===== config.mk =====
export PLATFORM = sky130hd
export DESIGN_NAME = alsu_arbiter_flat
export DESIGN_NICKNAME = d
export VERILOG_FILES = /design/src/rtl/alsu_arbiter_if.sv /design/src/rtl/alsu_arbiter.sv /design/src/flat_wrapper.sv
export SDC_FILE = /design/constraint.sdc
export NUM_CORES = 1
export LEC_CHECK = 0
export CORE_ASPECT_RATIO = 1.25
export CORE_MARGIN = 4
export CORE_UTILIZATION = 40
export DETAILED_ROUTE_END_ITERATION = 12
export GPL_TIMING_DRIVEN = 0
export HOLD_SLACK_MARGIN = 0.1
export PLACE_DENSITY = 0.74
export SETUP_SLACK_MARGIN = 0.5
export SYNTH_ARGS = -nofsm -noshare
export SYNTH_HDL_FRONTEND = slang
export SYNTH_SLANG_ARGS = --single-unit

===== constraint.sdc =====
create_clock -name clk -period 3.2 [get_ports clk]
set_input_delay 0.32 -clock clk [delete_from_list [all_inputs] [get_ports clk]]
set_output_delay 0.32 -clock clk [all_outputs]
set_load 0.01 [all_outputs]

===== src/rtl/alsu_arbiter_if.sv =====
// Requester, ALSU and response signals of the two-port ALSU arbiter.
// The master modport is the arbiter itself; slave is the surrounding system.
interface alsu_arbiter_if;
  logic        req0_valid;
  logic        req1_valid;
  logic        req0_ready;
  logic        req1_ready;
  logic [15:0] req0_cmd;
  logic [15:0] req1_cmd;
  logic [15:0] alsu_cmd;
  logic [5:0]  alsu_out;
  logic        resp_valid;
  logic        resp_ready;
  logic [5:0]  resp_data;
  logic        resp_id;
  logic        resp_err;
  logic        busy;
  logic [7:0]  err_cnt;

  modport master (
    input  req0_valid, req1_valid, req0_cmd, req1_cmd, alsu_out, resp_ready,
    output req0_ready, req1_ready, alsu_cmd, resp_valid, resp_data, resp_id,
           resp_err, busy, err_cnt
  );

  modport slave (
    output req0_valid, req1_valid, req0_cmd, req1_cmd, alsu_out, resp_ready,
    input  req0_ready, req1_ready, alsu_cmd, resp_valid, resp_data, resp_id,
           resp_err, busy, err_cnt
  );
endinterface


===== src/rtl/alsu_arbiter.sv =====
// Two-requester round-robin arbiter in front of a registered ALSU.
// Command word: {cin,serial_in,direction,red_op_A,red_op_B,bypass_A,bypass_B,
// opcode[2:0],A[2:0],B[2:0]}. Illegal commands are answered directly with an
// error response and never reach the ALSU, so its shift/rotate history survives.
module alsu_arbiter #(
  parameter int unsigned LATENCY = 1
) (
  input  logic          clk,
  input  logic          rst_n,
  alsu_arbiter_if.master bus
);

  typedef enum logic [1:0] {
    ST_IDLE,
    ST_ISSUE,
    ST_WAIT,
    ST_RESP
  } state_t;

  localparam logic [3:0] LAT_LAST = 4'(LATENCY - 1);

  state_t      r_state;
  state_t      w_state_nxt;
  logic        r_ptr;
  logic [15:0] r_alsu_cmd;
  logic [5:0]  r_resp_data;
  logic        r_resp_id;
  logic        r_resp_err;
  logic [7:0]  r_err_cnt;
  logic [3:0]  r_lat_cnt;

  logic        w_grant;
  logic        w_accept;
  logic        w_illegal;
  logic        w_last_wait;
  logic [15:0] w_cmd;
  logic [2:0]  w_opcode;

  // Grant selection, command mux and legality decode of the granted command
  always_comb begin
    w_grant   = 1'b0;
    w_cmd     = '0;
    w_opcode  = '0;
    w_illegal = 1'b0;
    w_accept  = 1'b0;
    if (bus.req0_valid && bus.req1_valid) begin
      w_grant = r_ptr;
    end else begin
      w_grant = bus.req1_valid;
    end
    w_cmd     = w_grant ? bus.req1_cmd : bus.req0_cmd;
    w_opcode  = w_cmd[8:6];
    w_illegal = ((w_opcode == 3'b110 || w_opcode == 3'b111) && !(w_cmd[10] && w_cmd[9])) ||
                ((w_cmd[12] || w_cmd[11]) && !(w_opcode == 3'b000 || w_opcode == 3'b001));
    w_accept  = rst_n && (r_state == ST_IDLE) && (bus.req0_valid || bus.req1_valid);
  end

  assign w_last_wait = (r_lat_cnt == LAT_LAST);

  // Next-state and handshake outputs
  always_comb begin
    w_state_nxt    = r_state;
    bus.req0_ready = 1'b0;
    bus.req1_ready = 1'b0;
    bus.busy       = 1'b0;
    bus.resp_valid = 1'b0;
    case (r_state)
      ST_IDLE: begin
        bus.req0_ready = w_accept && !w_grant;
        bus.req1_ready = w_accept && w_grant;
        if (w_accept) begin
          w_state_nxt = w_illegal ? ST_RESP : ST_ISSUE;
        end
      end
      ST_ISSUE: begin
        bus.busy    = 1'b1;
        w_state_nxt = ST_WAIT;
      end
      ST_WAIT: begin
        bus.busy = 1'b1;
        if (w_last_wait) begin
          w_state_nxt = ST_RESP;
        end
      end
      ST_RESP: begin
        bus.busy       = 1'b1;
        bus.resp_valid = 1'b1;
        if (bus.resp_ready) begin
          w_state_nxt = ST_IDLE;
        end
      end
      default: w_state_nxt = ST_IDLE;
    endcase
  end

  // State register
  always_ff @(posedge clk or negedge rst_n) begin
    if (!rst_n) begin
      r_state <= ST_IDLE;
    end else begin
      r_state <= w_state_nxt;
    end
  end

  // Accept bookkeeping: pointer, owner id, ALSU command and error counter
  always_ff @(posedge clk or negedge rst_n) begin
    if (!rst_n) begin
      r_ptr      <= 1'b0;
      r_resp_id  <= 1'b0;
      r_alsu_cmd <= '0;
      r_err_cnt  <= '0;
    end else if (w_accept) begin
      r_ptr     <= ~w_grant;
      r_resp_id <= w_grant;
      if (w_illegal) begin
        if (r_err_cnt != '1) begin
          r_err_cnt <= r_err_cnt + 8'd1;
        end
      end else begin
        r_alsu_cmd <= w_cmd;
      end
    end
  end

  // Latency counter: cleared in ISSUE, advanced through WAIT
  always_ff @(posedge clk or negedge rst_n) begin
    if (!rst_n) begin
      r_lat_cnt <= '0;
    end else if (r_state == ST_ISSUE) begin
      r_lat_cnt <= '0;
    end else if (r_state == ST_WAIT && !w_last_wait) begin
      r_lat_cnt <= r_lat_cnt + 4'd1;
    end
  end

  // Response payload: error response on illegal accept, ALSU sample at end of WAIT
  always_ff @(posedge clk or negedge rst_n) begin
    if (!rst_n) begin
      r_resp_data <= '0;
      r_resp_err  <= 1'b0;
    end else if (w_accept && w_illegal) begin
      r_resp_data <= '0;
      r_resp_err  <= 1'b1;
    end else if (r_state == ST_WAIT && w_last_wait) begin
      r_resp_data <= bus.alsu_out;
      r_resp_err  <= 1'b0;
    end
  end

  assign bus.alsu_cmd  = r_alsu_cmd;
  assign bus.resp_data = r_resp_data;
  assign bus.resp_id   = r_resp_id;
  assign bus.resp_err  = r_resp_err;
  assign bus.err_cnt   = r_err_cnt;

endmodule

===== src/flat_wrapper.sv =====
// flat-port wrapper written by rule: the top's interface ports become plain ports
module alsu_arbiter_flat 
#(
  parameter int unsigned LATENCY = 1
)
  (clk, rst_n, bus_req0_valid, bus_req1_valid, bus_req0_cmd, bus_req1_cmd, bus_alsu_out, bus_resp_ready, bus_req0_ready, bus_req1_ready, bus_alsu_cmd, bus_resp_valid, bus_resp_data, bus_resp_id, bus_resp_err, bus_busy, bus_err_cnt);
  alsu_arbiter_if bus_i ();
  input  logic clk;
  input  logic rst_n;
  input wire logic [$bits(bus_i.req0_valid)-1:0] bus_req0_valid;
  input wire logic [$bits(bus_i.req1_valid)-1:0] bus_req1_valid;
  input wire logic [$bits(bus_i.req0_cmd)-1:0] bus_req0_cmd;
  input wire logic [$bits(bus_i.req1_cmd)-1:0] bus_req1_cmd;
  input wire logic [$bits(bus_i.alsu_out)-1:0] bus_alsu_out;
  input wire logic [$bits(bus_i.resp_ready)-1:0] bus_resp_ready;
  output wire logic [$bits(bus_i.req0_ready)-1:0] bus_req0_ready;
  output wire logic [$bits(bus_i.req1_ready)-1:0] bus_req1_ready;
  output wire logic [$bits(bus_i.alsu_cmd)-1:0] bus_alsu_cmd;
  output wire logic [$bits(bus_i.resp_valid)-1:0] bus_resp_valid;
  output wire logic [$bits(bus_i.resp_data)-1:0] bus_resp_data;
  output wire logic [$bits(bus_i.resp_id)-1:0] bus_resp_id;
  output wire logic [$bits(bus_i.resp_err)-1:0] bus_resp_err;
  output wire logic [$bits(bus_i.busy)-1:0] bus_busy;
  output wire logic [$bits(bus_i.err_cnt)-1:0] bus_err_cnt;
  assign bus_i.req0_valid = bus_req0_valid;
  assign bus_i.req1_valid = bus_req1_valid;
  assign bus_i.req0_cmd = bus_req0_cmd;
  assign bus_i.req1_cmd = bus_req1_cmd;
  assign bus_i.alsu_out = bus_alsu_out;
  assign bus_i.resp_ready = bus_resp_ready;
  assign bus_req0_ready = bus_i.req0_ready;
  assign bus_req1_ready = bus_i.req1_ready;
  assign bus_alsu_cmd = bus_i.alsu_cmd;
  assign bus_resp_valid = bus_i.resp_valid;
  assign bus_resp_data = bus_i.resp_data;
  assign bus_resp_id = bus_i.resp_id;
  assign bus_resp_err = bus_i.resp_err;
  assign bus_busy = bus_i.busy;
  assign bus_err_cnt = bus_i.err_cnt;
  alsu_arbiter #(.LATENCY(LATENCY)) u_core (.clk(clk), .rst_n(rst_n), .bus(bus_i));
endmodule

**Word-level counts from Yosys, hierarchy flattened**

Cells that the tools add are included.

- Bits in registers: 39
- Output and inout bits: 36
- Word-level logic and storage cells: 68
- Input bits: 43

- Muxes and demuxes: 17
- Eq/ne operators: 10
- Add/subtract/negate cells: 2
- Bitwise logic cells: 2
- Reductions and logical operators: 29

Operators with widths:

| cell | number |
|---|---|
| two-way mux 16 bit | 1 |
| two-way mux 6 bit | 2 |
| logical AND 1 bit | 11 |
| adder 8 x 1 -> 8 bit (second input constant) | 1 |
| two-way mux 2 bit | 4 |
| two-way mux 4 bit | 2 |
| != test 8 bit (second input constant) | 1 |
| one-hot mux 2 bit (4 select lines) | 1 |
| two-way mux 1 bit | 7 |
| == test 3 bit (second input constant) | 2 |
| AND reduction 3 bit | 2 |
| logical OR 1 bit | 5 |
| adder 4 x 1 -> 4 bit (second input constant) | 1 |
| == test 2 bit (second input constant) | 2 |
| logical NOT 1 bit | 4 |
| logical NOT 4 bit | 1 |
| != test 2 x 1 -> 1 bit (second input constant) | 2 |
| nonzero test 2 bit | 2 |
| == test 3 x 1 -> 1 bit (second input constant) | 1 |
| logical NOT 3 bit | 1 |
| OR reduction 3 bit | 1 |
| == test 2 x 1 -> 1 bit (second input constant) | 1 |
| logical NOT 2 bit | 1 |
| != test 2 bit (second input constant) | 1 |
| 2 further kinds | 3 |

**Logic depth before layout (Yosys ltp)**

Gate-level depths: netlist (run 1).

- Depth in word-level cells: 11
- Depth in mapped cells: 8
- Mapped depth without buffers: 7

**Least setup slack after synthesis (run 1)**

Ideal clock, no wire load.

- Path kind: reg-to-reg
- Start point: register u_core.r_ptr
- End point: register u_core.r_err_cnt[1] (netlist: u_core.bus.err_cnt[1])
- Data arrival time: 1698 ps
- Stages on the path, launching flop included: 8
- Slack: 1378 ps
- Library setup time: 125 ps
- Data required time: 3075 ps
- Clock period less this slack: 1822 ps
- Path buffers: 2
- Cells stage by stage: dfrtp_1 > nand2b_4 > and2_1 > buf_6 > a32o_1 > buf_2 > nor3b_2 > mux2_2

- Longest elaborated chain between the ends: 8
- Elaborated cells between the ends (all ways): 16
- Classes of those cells: 3 x eq/ne; 2 x mux; 11 x reduce/logical

Ends and longest elaborated chain:

| item | line | text |
|---|---|---|
| start: declaration | alsu_arbiter.sv:24 | `logic r_ptr;` |
| start signal: assignment | alsu_arbiter.sv:113 | `r_ptr <= ~w_grant;` |
| two-way mux 1 bit * | alsu_arbiter.sv:46 | `if (bus.req0_valid && bus.req1_valid) begin` |
| two-way mux 16 bit * | alsu_arbiter.sv:51 | `w_cmd = w_grant ? bus.req1_cmd : bus.req0_cmd;` |
| == test 3 x 1 -> 1 bit or logical NOT 3 bit (tied branches) | alsu_arbiter.sv:54 | `((w_cmd[12] \|\| w_cmd[11]) && !(w_opcode == 3'b000 \|\| w_opcode == 3'b001));` |
| logical OR 1 bit | alsu_arbiter.sv:54 |  |
| logical NOT 1 bit | alsu_arbiter.sv:54 |  |
| logical AND 1 bit | alsu_arbiter.sv:54 |  |
| logical OR 1 bit * | alsu_arbiter.sv:53 | `w_illegal = ((w_opcode == 3'b110 \|\| w_opcode == 3'b111) && !(w_cmd[10] && w_cmd[9])) \|\|` |
| AND reduction 3 bit (no line) * | - |  |
| end signal: assignment | alsu_arbiter.sv:117 | `r_err_cnt <= r_err_cnt + 8'd1;` |
| end: declaration | alsu_arbiter.sv:29 | `logic [7:0] r_err_cnt;` |

Mark *: on every way between the ends. The rest lies on a longest branch, timed or not.
A chain may end at the register's enable or synchronous reset.

**Worst setup path in the final report (run 1)**

- Start point: input bus_req0_valid
- End point: output bus_req0_ready

- Longest elaborated chain between the ends: 5
- Elaborated cells between the ends (all ways): 7
- Classes of those cells: 2 x mux; 5 x reduce/logical

Ends and longest elaborated chain:

| item | line | text |
|---|---|---|
| start: declaration | flat_wrapper.sv:10 | `input wire logic [$bits(bus_i.req0_valid)-1:0] bus_req0_valid;` |
| logical AND 1 bit | alsu_arbiter.sv:46 |  |
| two-way mux 1 bit | alsu_arbiter.sv:46 |  |
| logical NOT 1 bit | alsu_arbiter.sv:69 | `bus.req0_ready = w_accept && !w_grant;` |
| logical AND 1 bit * | alsu_arbiter.sv:69 |  |
| two-way mux 1 bit * | alsu_arbiter.sv:67 | `case (r_state)` |
| end: declaration | flat_wrapper.sv:16 | `output wire logic [$bits(bus_i.req0_ready)-1:0] bus_req0_ready;` |

Marked as above.

==> flow_metrics.py, run 1 <==
metrics = {
    "routing": {
        "drtIter0Drc": 46,
        "vias_per_cell": 4.89,
        "antenna_left": 0,
        "dr_total_vias": 1716,
        "drc": 0,
        "routed_wl_um": 4820,
        "dr.pass1.iters": 4,
        "wl_per_cell_um": 13.7,
    },
    "critical_path": {
        "reg2reg_setup_slack_ps": 1240,
        "worstSetupStartpointType": "primary input",
        "cp-end-kind": "primary output",
        "cp_max_fo": 10,
        "worstSetupPathType": "primary input to primary output",
        "cp.arrival_ps": 2250,
        "cp_data_required_time_ps": 2880,
    },
    "logic_synthesis": {
        "synth_seq_cells": 39,
        "synth_flop_cell": "dfrtp_1",
        "synth_compound_area_share_pct": 5.85,
        "synth_seq_area_share_pct": 47.0,
        "synth_area_leader_cell": "dfrtp_1",
        "syn-num-nets": 253,
        "synth.most_common_cell": "nand2_1",
        "netlist.area_leader.share_pct": 47.0,
        "synth_warnings": 0,
        "synth_top_family_by_area": "simple AND/OR/NAND/NOR gates",
        "async_flop_share_pct": 100,
        "syn_area_per_cell_um2": 10.3,
        "synth.distinct_cells": 36,
        "netlist_top_cells_count": "nand2_1 (54), dfrtp_1 (39), nor2_1 (13), mux2_4 (10)",
        "syn_area_um2": 2070,
        "synthCells": 202,
        "synthXorXnorAreaFrac_pct": 3.38,
        "synth_fa_ha_area_share_pct": 4.83,
        "synth-edff-count": 0,
        "synth_mux_area_share_pct": 15.0,
        "synthSimpleGateAreaFrac_pct": 20.1,
        "synthTopCellsByArea": "dfrtp_1 (47%), nand2_1 (9.8%), mux2_4 (7.2%)",
    },
    "pwr": {
        "vdd_drop_max_mv": 0.421,
        "p_leak_uw": 0.00143,
        "p_per_area_nw_per_um2": 709,
    },
    "sta": {
        "finalCritPeriodShare_pct": 80.3,
        "finalHoldViolations": 0,
        "fin_ws_ps": 632,
        "rsz0062_at_grt": "false",
        "fin_skew_ps": 7.63,
        "drv_slew": 0,
        "post-route-min-period_ps": 2570,
        "holdWs_ps": 492,
        "tightest_slew_ps": 501,
        "fmax_mhz": 389,
        "setup_violations": 0,
        "relSlewSlack_pct": 66.3,
    },
    "floorplan": {
        "coreArea_um2": 5040,
        "start_util_pct": 41.1,
        "die_y_um": 88.5,
        "io_pins": 79,
        "num_rows": 29,
        "die_area_um2": 6410,
        "die_w_um": 72.4,
    },
    "layout": {
        "fin_nets": 341,
        "antenna_cells": 0,
        "fillers": 451,
        "area_growth_syn_to_layout_pct": 46.6,
        "drive_above_1_share_pct": 11.8,
        "final_core_util_pct": 60.3,
    },
    "run_status": {
        "status": "finished, final reports clean",
    },
    "cts": {
        "htree_num_levels": 2,
        "worstSkewPairLatency_ps": 280,
        "path_clk_slew_ps": 60,
        "cts_buffers": 5,
        "cts_buffer_depth": 2,
        "cts.sink_count": 39,
        "cts_tree": "built",
        "cts_root_buffer": "clkbuf_8",
    },
    "job": {
        "maxCapViolations": 0,
    },
    "placed_design": {
        "gp_congestion": 0.739,
        "numPortBuffers": 78,
        "dp_hpwl_um": 3580,
        "post-place-ws_ps": 190,
    },
    "grt": {
        "grt_pass1_vias": 1730,
        "grt_max_degree": 40,
        "grt-ovfl-total": 0,
        "grt_usage_pct": 15.4,
        "antenna_found_initial": 0,
        "grt_pass1_wl_um": 7870,
    },
    "min_path": {
        "min_path_type": "flip-flop to flip-flop",
    },
}
-- where the power goes --
group          leakage [uW]  total, uW  internal [uW]  switching [uW]
registers          0.000495        798            680             118
clock network     0.0000371        298            145             153
logic              0.000897       1060            632             428
total               0.00143       2160           1460             699
-- cells by family (layout without fill, tap and decap cells) --
family                     Yosys count  count (layout)
AOI/OAI and AO/OA                   18              18
xor gates and xnor gates             8               8
adders and majority gates            8               8
buffers and inverters               15             102
DFF                                 39              39
muxes                               25              25
and+or+nand+nor                     89              89
-- worst paths after layout --
check	from	cells after the start	endpoint
worst max-delay path	bus_req0_valid	7	bus_req0_ready
worst min-delay path	u_core.bus.resp_id$_DFFE_PN0P_	1	u_core.bus.resp_id$_DFFE_PN0P_
worst max register to register	u_core.r_ptr$_DFFE_PN0P_	7	u_core.bus.err_cnt[1]$_DFFE_PN0P_
worst min register to register	u_core.bus.resp_id$_DFFE_PN0P_	1	u_core.bus.resp_id$_DFFE_PN0P_
max in group asynchronous	rst_n	3	u_core.bus.alsu_cmd[0]$_DFFE_PN0P_
min in group asynchronous	rst_n	3	u_core.r_lat_cnt[1]$_DFFE_PN0P_
-- area by class of cell --
type	count	area, um^2	share of cell area (%)
well taps	62	77.6	2.55
repair buffers	81	816	26.8
plain buffers	8	53.8	1.77
flip-flops and latches	39	976	32.1
clock buffers	6	72.6	2.39
inverters	7	26.3	0.864
multi-input cells	148	1020	33.5
-- routing by layer --
metal	vias to the layer above	wire [um]	GRT usage, %
met3	5	307	4.43
met5	-	0	0
met4	0	40	3.52
met1	816	2050	18.6
met2	49	2420	27.1
li1	846	-	-
-- cell usage in the layout (no fill, tap or decap), drive strengths merged, types with 2 or more instances in the layout --
master and instances:
o21a 2, a21o 2, xor2 7, nand3 2, a21oi 2, nor3 2
mux2i 7, o211ai 2, buf 8, a21boi 2, nand2b 4, and3 3
nor4 2, nand4 2, o31ai 2, o21ai 4, nand2 54, mux2 18
dfrtp 39, nor3b 3, nor2 13, clkdlybuf4s50 77, ha 8, clkbuf 9
inv 7
-- flip-flops by register name (all words and copies together) (netlist names) --
name	count
u_core.bus.resp_id	1
u_core.r_state	2
u_core.bus.alsu_cmd	16
u_core.bus.err_cnt	8
u_core.bus.resp_err	1
u_core.r_ptr	1
u_core.r_lat_cnt	4
u_core.bus.resp_data	6
-- per-stage QoR --
stage	cells	area, um^2	total power (uW)	setup TNS [ps]
6_report	351	3040	2160	0
5_1_grt	351	3040	2320	0
4_1_cts	351	3040	2200	0
3_5_place_dp	342	2930	1870	0
3_3_place_gp	342	2930	1850	-21940
2_1_floorplan	202	2070	1340	0
-- critical path, stage by stage --
cell and delay [ps]:
clkdlybuf4s50_1 540, nand2b_4 70, and2_1 160, buf_6 130
clkbuf_1 230, nor2_1 210, clkdlybuf4s50_1 580
-- what timing repair did --
action	in CTS	in global routing
buffers inserted	1	0
setup endpoints to repair	2	0
endpoints found under the hold margin	39	0
resized for setup	1	0
hold buffers	2	0
(Power assumes the default switching activity.)
==> run 2: changes to the inputs <==
clock period = 2.44 ns   (was 3.2 ns; I/O delays follow)
==> run 2 against run 1 <==
Sequential cell count is the same. Largest power group unchanged. Largest cell class unchanged. Critical path depth up 1. Combinational power grew 41%.
==> flow_metrics.py, run 2 (synthesis gave the netlist of run 1 again) <==
metrics = {
    "run_status": {
        "status": "finished, final reports clean",
    },
    "critical_path": {
        "cp_data_required_time_ps": 2610,
        "worst-path-buf-inv": 3,
        "slowest_delay_ps": 380,
        "path_cells": "nand2b_4, and2_1, buf_6, a32o_2, nor2b_4, buf_8, clkbuf_16, mux2_4",
        "r2r_cells": 8,
        "critPathTopFamily": "simple AND/OR/NAND/NOR gates",
        "reg2reg_setup_slack_ps": 550,
        "cp.arrival_ps": 2060,
        "cp_max_fo": 8,
        "worstSetupStartpointType": "flip-flop",
        "cp_slowest_cell": "dfrtp_1",
        "cp-end-kind": "flip-flop",
        "worstSetupPathType": "flip-flop to flip-flop",
        "path_depth": 8,
    },
    "layout": {
        "final_core_util_pct": 62.6,
        "area_growth_syn_to_layout_pct": 52.2,
        "fillers": 443,
        "final_common_cell": "clkdlybuf4s50_1",
        "largest_register_ffs": 16,
        "fin_nets": 348,
        "antenna_cells": 0,
        "drive_above_1_share_pct": 18.2,
        "final_cell_mix": "clkdlybuf4s50_1 (74), nand2_1 (53), dfrtp_1 (39)",
    },
    "grt": {
        "met2_usage_pct": 27.5,
        "grt_pass1_vias": 1756,
        "use_met1_pct": 18.9,
        "grt_usage_pct": 15.6,
        "antenna_found_initial": 0,
        "grt_max_degree": 40,
        "busiest_layer": "met2",
        "grt_pass1_wl_um": 7980,
        "grt_use_met3_pct": 4.43,
        "grt-ovfl-total": 0,
    },
    "sta": {
        "fin_skew_ps": 7.26,
        "fmax_mhz": 529,
        "rsz0062_at_grt": "true",
        "relSlewSlack_pct": 74.3,
        "post-route-min-period_ps": 1890,
        "setup_tns_ps": 0,
        "finalCritPeriodShare_pct": 77.4,
        "drv_slew": 0,
        "setup_violations": 0,
        "tightest_slew_ps": 384,
        "fin_ws_ps": 551,
        "holdWs_ps": 470,
        "finalHoldViolations": 0,
    },
    "cts": {
        "cts_buffer_depth": 2,
        "worstSkewPairLatency_ps": 280,
        "cts_buffers": 5,
        "htree_num_levels": 2,
        "cts_tree": "built",
        "cts.sink_count": 39,
        "cts_root_buffer": "clkbuf_8",
        "path_clk_slew_ps": 70,
    },
    "routing": {
        "drtIter0Drc": 51,
        "wl_per_cell_um": 13.9,
        "antenna_left": 0,
        "vias_per_cell": 4.89,
        "dr.pass1.iters": 4,
        "routed_wl_um": 4970,
        "drc": 0,
        "dr_total_vias": 1750,
    },
    "placed_design": {
        "post-place-ws_ps": -418,
        "numPortBuffers": 78,
        "gp_congestion": 0.739,
        "dp_hpwl_um": 3580,
    },
    "pwr": {
        "p_leak_uw": 0.00150,
        "p_per_area_nw_per_um2": 927,
        "vdd_drop_max_mv": 0.589,
    },
    "floorplan": {
        "num_rows": 29,
        "die_area_um2": 6410,
        "coreArea_um2": 5040,
        "die_w_um": 72.4,
        "start_util_pct": 41.1,
        "io_pins": 79,
        "die_y_um": 88.5,
    },
    "min_path": {
        "min_path_type": "primary input to async pin",
    },
    "job": {
        "maxCapViolations": 0,
    },
}
[run 2: changes by cell type in the layout (fill, tap and decap cells not counted), moves of 2 or more]
cell             delta
inv_2               +2
clkbuf_1            -3
buf_4               +6
clkdlybuf4s50_1     -3
inv_1               -2
clkbuf_4            +2
clkbuf_2            +3
[run 2: stage by stage]
step	power (uW)	instance area [um^2]	cells
floorplan	1760	2070	202
finish	2920	3160	358
CTS	2930	3080	354
global placement	2420	2930	342
global route	3150	3160	358
detailed placement	2450	2930	342
[run 2: path summary, 6_finish.rpt]
| path | end | start |
|---|---|---|
| max in group asynchronous | u_core.bus.alsu_cmd[0]$_DFFE_PN0P_ | rst_n |
| setup / recovery | u_core.bus.alsu_cmd[12]$_DFFE_PN0P_ | u_core.r_ptr$_DFFE_PN0P_ |
| hold reg to reg | u_core.bus.resp_id$_DFFE_PN0P_ | u_core.bus.resp_id$_DFFE_PN0P_ |
| setup reg to reg | u_core.bus.alsu_cmd[12]$_DFFE_PN0P_ | u_core.r_ptr$_DFFE_PN0P_ |
| min in group clk | u_core.bus.resp_id$_DFFE_PN0P_ | u_core.bus.resp_id$_DFFE_PN0P_ |
| hold / removal | u_core.r_lat_cnt[1]$_DFFE_PN0P_ | rst_n |
[run 2: tightest hold or removal path, cell delays in order]
cell           delay [ps]
dlygate4sd3_1         520
buf_4                 130
buf_12                220
[run 2: report_power, final]
group	leakage [uW]	internal, uW	total, uW	switching, uW
registers	0.000495	892	1040	151
clock network	0.0000371	190	390	200
logic	0.000964	899	1490	593
total	0.00150	1980	2920	943
[run 2: routing by layer]
layer	routed length (um)	vias to the layer above
met1	2070	837
li1	-	861
met5	0	-
met4	40	0
met3	306	5
met2	2550	47
[run 2: area by class of cell]
| class | count | area [um^2] | share of cell area (%) |
|---|---|---|---|
| clock buffer | 6 | 72.6 | 2.30 |
| sequential | 39 | 976 | 30.9 |
| buffer | 8 | 82.6 | 2.62 |
| inverter | 7 | 26.3 | 0.832 |
| timing repair buffer | 88 | 875 | 27.7 |
| tap | 62 | 77.6 | 2.46 |
| multi-input combinational | 148 | 1050 | 33.2 |
[run 2: what timing repair did]
item                                    in CTS  in global routing
gates resized for setup                     20                 11
pin swaps                                    0                  3
endpoints found under the setup margin      31                 22
cloned                                       0                  1
hold buffers                                 2                  0
hold endpoints to repair                    39                  0
buffers inserted                             4                  3
==> run 3: changes to the inputs <==
PLACE_DENSITY = 0.77   (was 0.74)
clock period = 1.55 ns   (was 2.44 ns; I/O delays follow)
==> run 3 against run 2 <==
The run now ends with hold timing, setup timing left. First-iteration DRC count increased by 96%. Critical endpoint is now u_core.bus.err_cnt[4]$_DFFE_PN0P_. Sequential cell count did not move. Critical path type unchanged. Largest power group unchanged. Worst hold slack lost 630 ps. Wire length rose by 43%. Non-clock buffer count up 44.
==> flow_metrics.py, run 3 (synthesis gave the netlist of run 1 again) <==
metrics = {
    "run_status": {
        "status": "finished with violations",
        "violations": "hold timing, setup timing",
    },
    "grt": {
        "antenna_found_initial": 0,
        "grt_pass1_wl_um": 10200,
        "grt_pass1_vias": 2090,
        "grt_usage_pct": 20.1,
        "grt_max_degree": 22,
        "grt-ovfl-total": 0,
    },
    "floorplan": {
        "start_util_pct": 41.1,
        "coreArea_um2": 5040,
        "die_y_um": 88.5,
        "num_rows": 29,
        "io_pins": 79,
        "die_area_um2": 6410,
        "die_w_um": 72.4,
    },
    "layout": {
        "stdcell_count": 404,
        "largest_register_ffs": 16,
        "antenna_cells": 0,
        "final_cell_mix": "nand2_1 (51), clkdlybuf4s50_1 (40), dfrtp_1 (38)",
        "area_growth_syn_to_layout_pct": 79.8,
        "final_common_cell": "nand2_1",
        "fin_nets": 392,
        "drive_above_1_share_pct": 47.7,
        "fillers": 328,
        "fin_area_um2": 3730,
    },
    "sta": {
        "rsz0062_at_grt": "true",
        "setup_violations": 35,
        "finalHoldViolations": 18,
        "finalCritPeriodShare_pct": 122,
        "relSlewSlack_pct": 64.2,
        "fmax_mhz": 529,
        "post-route-min-period_ps": 1890,
        "fin_skew_ps": 5.84,
        "holdWs_ps": -157,
        "fin_ws_ps": -342,
        "tightest_slew_ps": 537,
        "drv_slew": 0,
    },
    "placed_design": {
        "numPortBuffers": 78,
        "dp_hpwl_um": 3760,
        "dpl_cell_area_um2": 3060,
        "gp_congestion": 0.758,
        "dp_cells": 343,
    },
    "cts": {
        "cts_tree": "built",
        "cts_buffers": 5,
        "cts_buffer_depth": 2,
        "cts_root_buffer": "clkbuf_8",
        "path_clk_slew_ps": 80,
        "htree_num_levels": 2,
        "worstSkewPairLatency_ps": 280,
        "cts.sink_count": 39,
    },
    "routing": {
        "wl_per_cell_um": 17.5,
        "dr.pass1.iters": 4,
        "dr_total_vias": 2024,
        "vias_per_cell": 5.01,
        "drc": 0,
        "antenna_left": 0,
        "routed_wl_um": 7090,
        "drtIter0Drc": 100,
    },
    "job": {
        "maxCapViolations": 0,
    },
    "critical_path": {
        "worstSetupPathType": "flip-flop to flip-flop",
        "cp.arrival_ps": 2100,
        "cp_max_fo": 7,
        "cp-end-kind": "flip-flop",
        "worstSetupStartpointType": "flip-flop",
        "cp_data_required_time_ps": 1760,
    },
    "pwr": {
        "p_leak_uw": 0.00185,
        "p_per_area_nw_per_um2": 1490,
        "vdd_drop_max_mv": 1.02,
    },
    "min_path": {
        "min_path_type": "primary input to async pin",
    },
}
-- run 3: repair_timing --
action | 4_1_cts | 5_1_grt
pin swaps | 21 | 13
cloned | 1 | 0
hold endpoints to repair | 18 | 18
resized for setup | 198 | 20
endpoints found under the setup margin | 75 | 54
setup buffers | 38 | 14
-- run 3: report_power, final --
part	total (uW)	switching, uW	internal [uW]
registers	1620	216	1400
logic	3240	1390	1850
clock network	682	366	317
total	5550	1980	3570
-- run 3: critical path, cell delays in order (launching register included) --
cell and delay, ps:
dfrtp_1 390, nand2b_4 140, and2_4 150, buf_6 110, a32o_2 280, buf_6 150
buf_4 150, and4bb_2 300, xor2_1 150
-- run 3: path summary, 6_finish.rpt --
check | start | endpoint | slack, ps | depth (start not counted)
worst max-delay path | u_core.r_ptr$_DFFE_PN0P_ | u_core.bus.err_cnt[4]$_DFFE_PN0P_ | -340 | 8
worst min-delay path | rst_n | u_core.bus.alsu_cmd[13]$_DFFE_PN0P_ | -160 | 1
worst max register to register | u_core.r_ptr$_DFFE_PN0P_ | u_core.bus.err_cnt[4]$_DFFE_PN0P_ | -340 | 8
worst min register to register | u_core.bus.alsu_cmd[1]$_DFFE_PN0P_ | u_core.bus.alsu_cmd[1]$_DFFE_PN0P_ | 510 | 1
max in group asynchronous | rst_n | u_core.r_state[1]$_DFFE_PN0P_ | 1210 | 2
min in group clk | bus_alsu_out[5] | u_core.bus.resp_data[5]$_DFFE_PN0P_ | 480 | 3
-- run 3: area by class of cell --
cell class / count / area, um^2 / area share (%)
multi-input combinational: 148 / 1240 / 33.4
timing repair buffer: 132 / 1210 / 32.4
sequential: 39 / 977 / 26.2
buffer: 8 / 114 / 3.05
tap: 62 / 77.6 / 2.08
clock buffer: 7 / 76.3 / 2.05
inverter: 7 / 26.3 / 0.704
clock inverter: 1 / 5.00 / 0.134
-- run 3: routing by layer --
layer / track usage [%] / vias to the layer above / wire length [um]
met5: 0 / - / 0
met3: 4.20 / 12 / 397
met2: 39.3 / 63 / 3830
met1: 22.4 / 1002 / 2700
met4: 3.52 / 0 / 156
li1: - / 947 / -
-- run 3: per-stage QoR --
step / utilization, % / hold WS [ps] / total power, uW / setup TNS (ps) / worst slack, ps
6_report: 74.0 / -157 / 5550 / -8930 / -342
5_1_grt: 74.0 / -138 / 5860 / -10710 / -377
4_1_cts: 70.8 / -160 / 5110 / -7530 / -308
3_5_place_dp: 60.8 / 150 / 4040 / -19190 / -841
3_3_place_gp: 60.3 / 462 / 3960 / -106490 / -2460
2_1_floorplan: - / -141 / 2910 / -4710 / -252
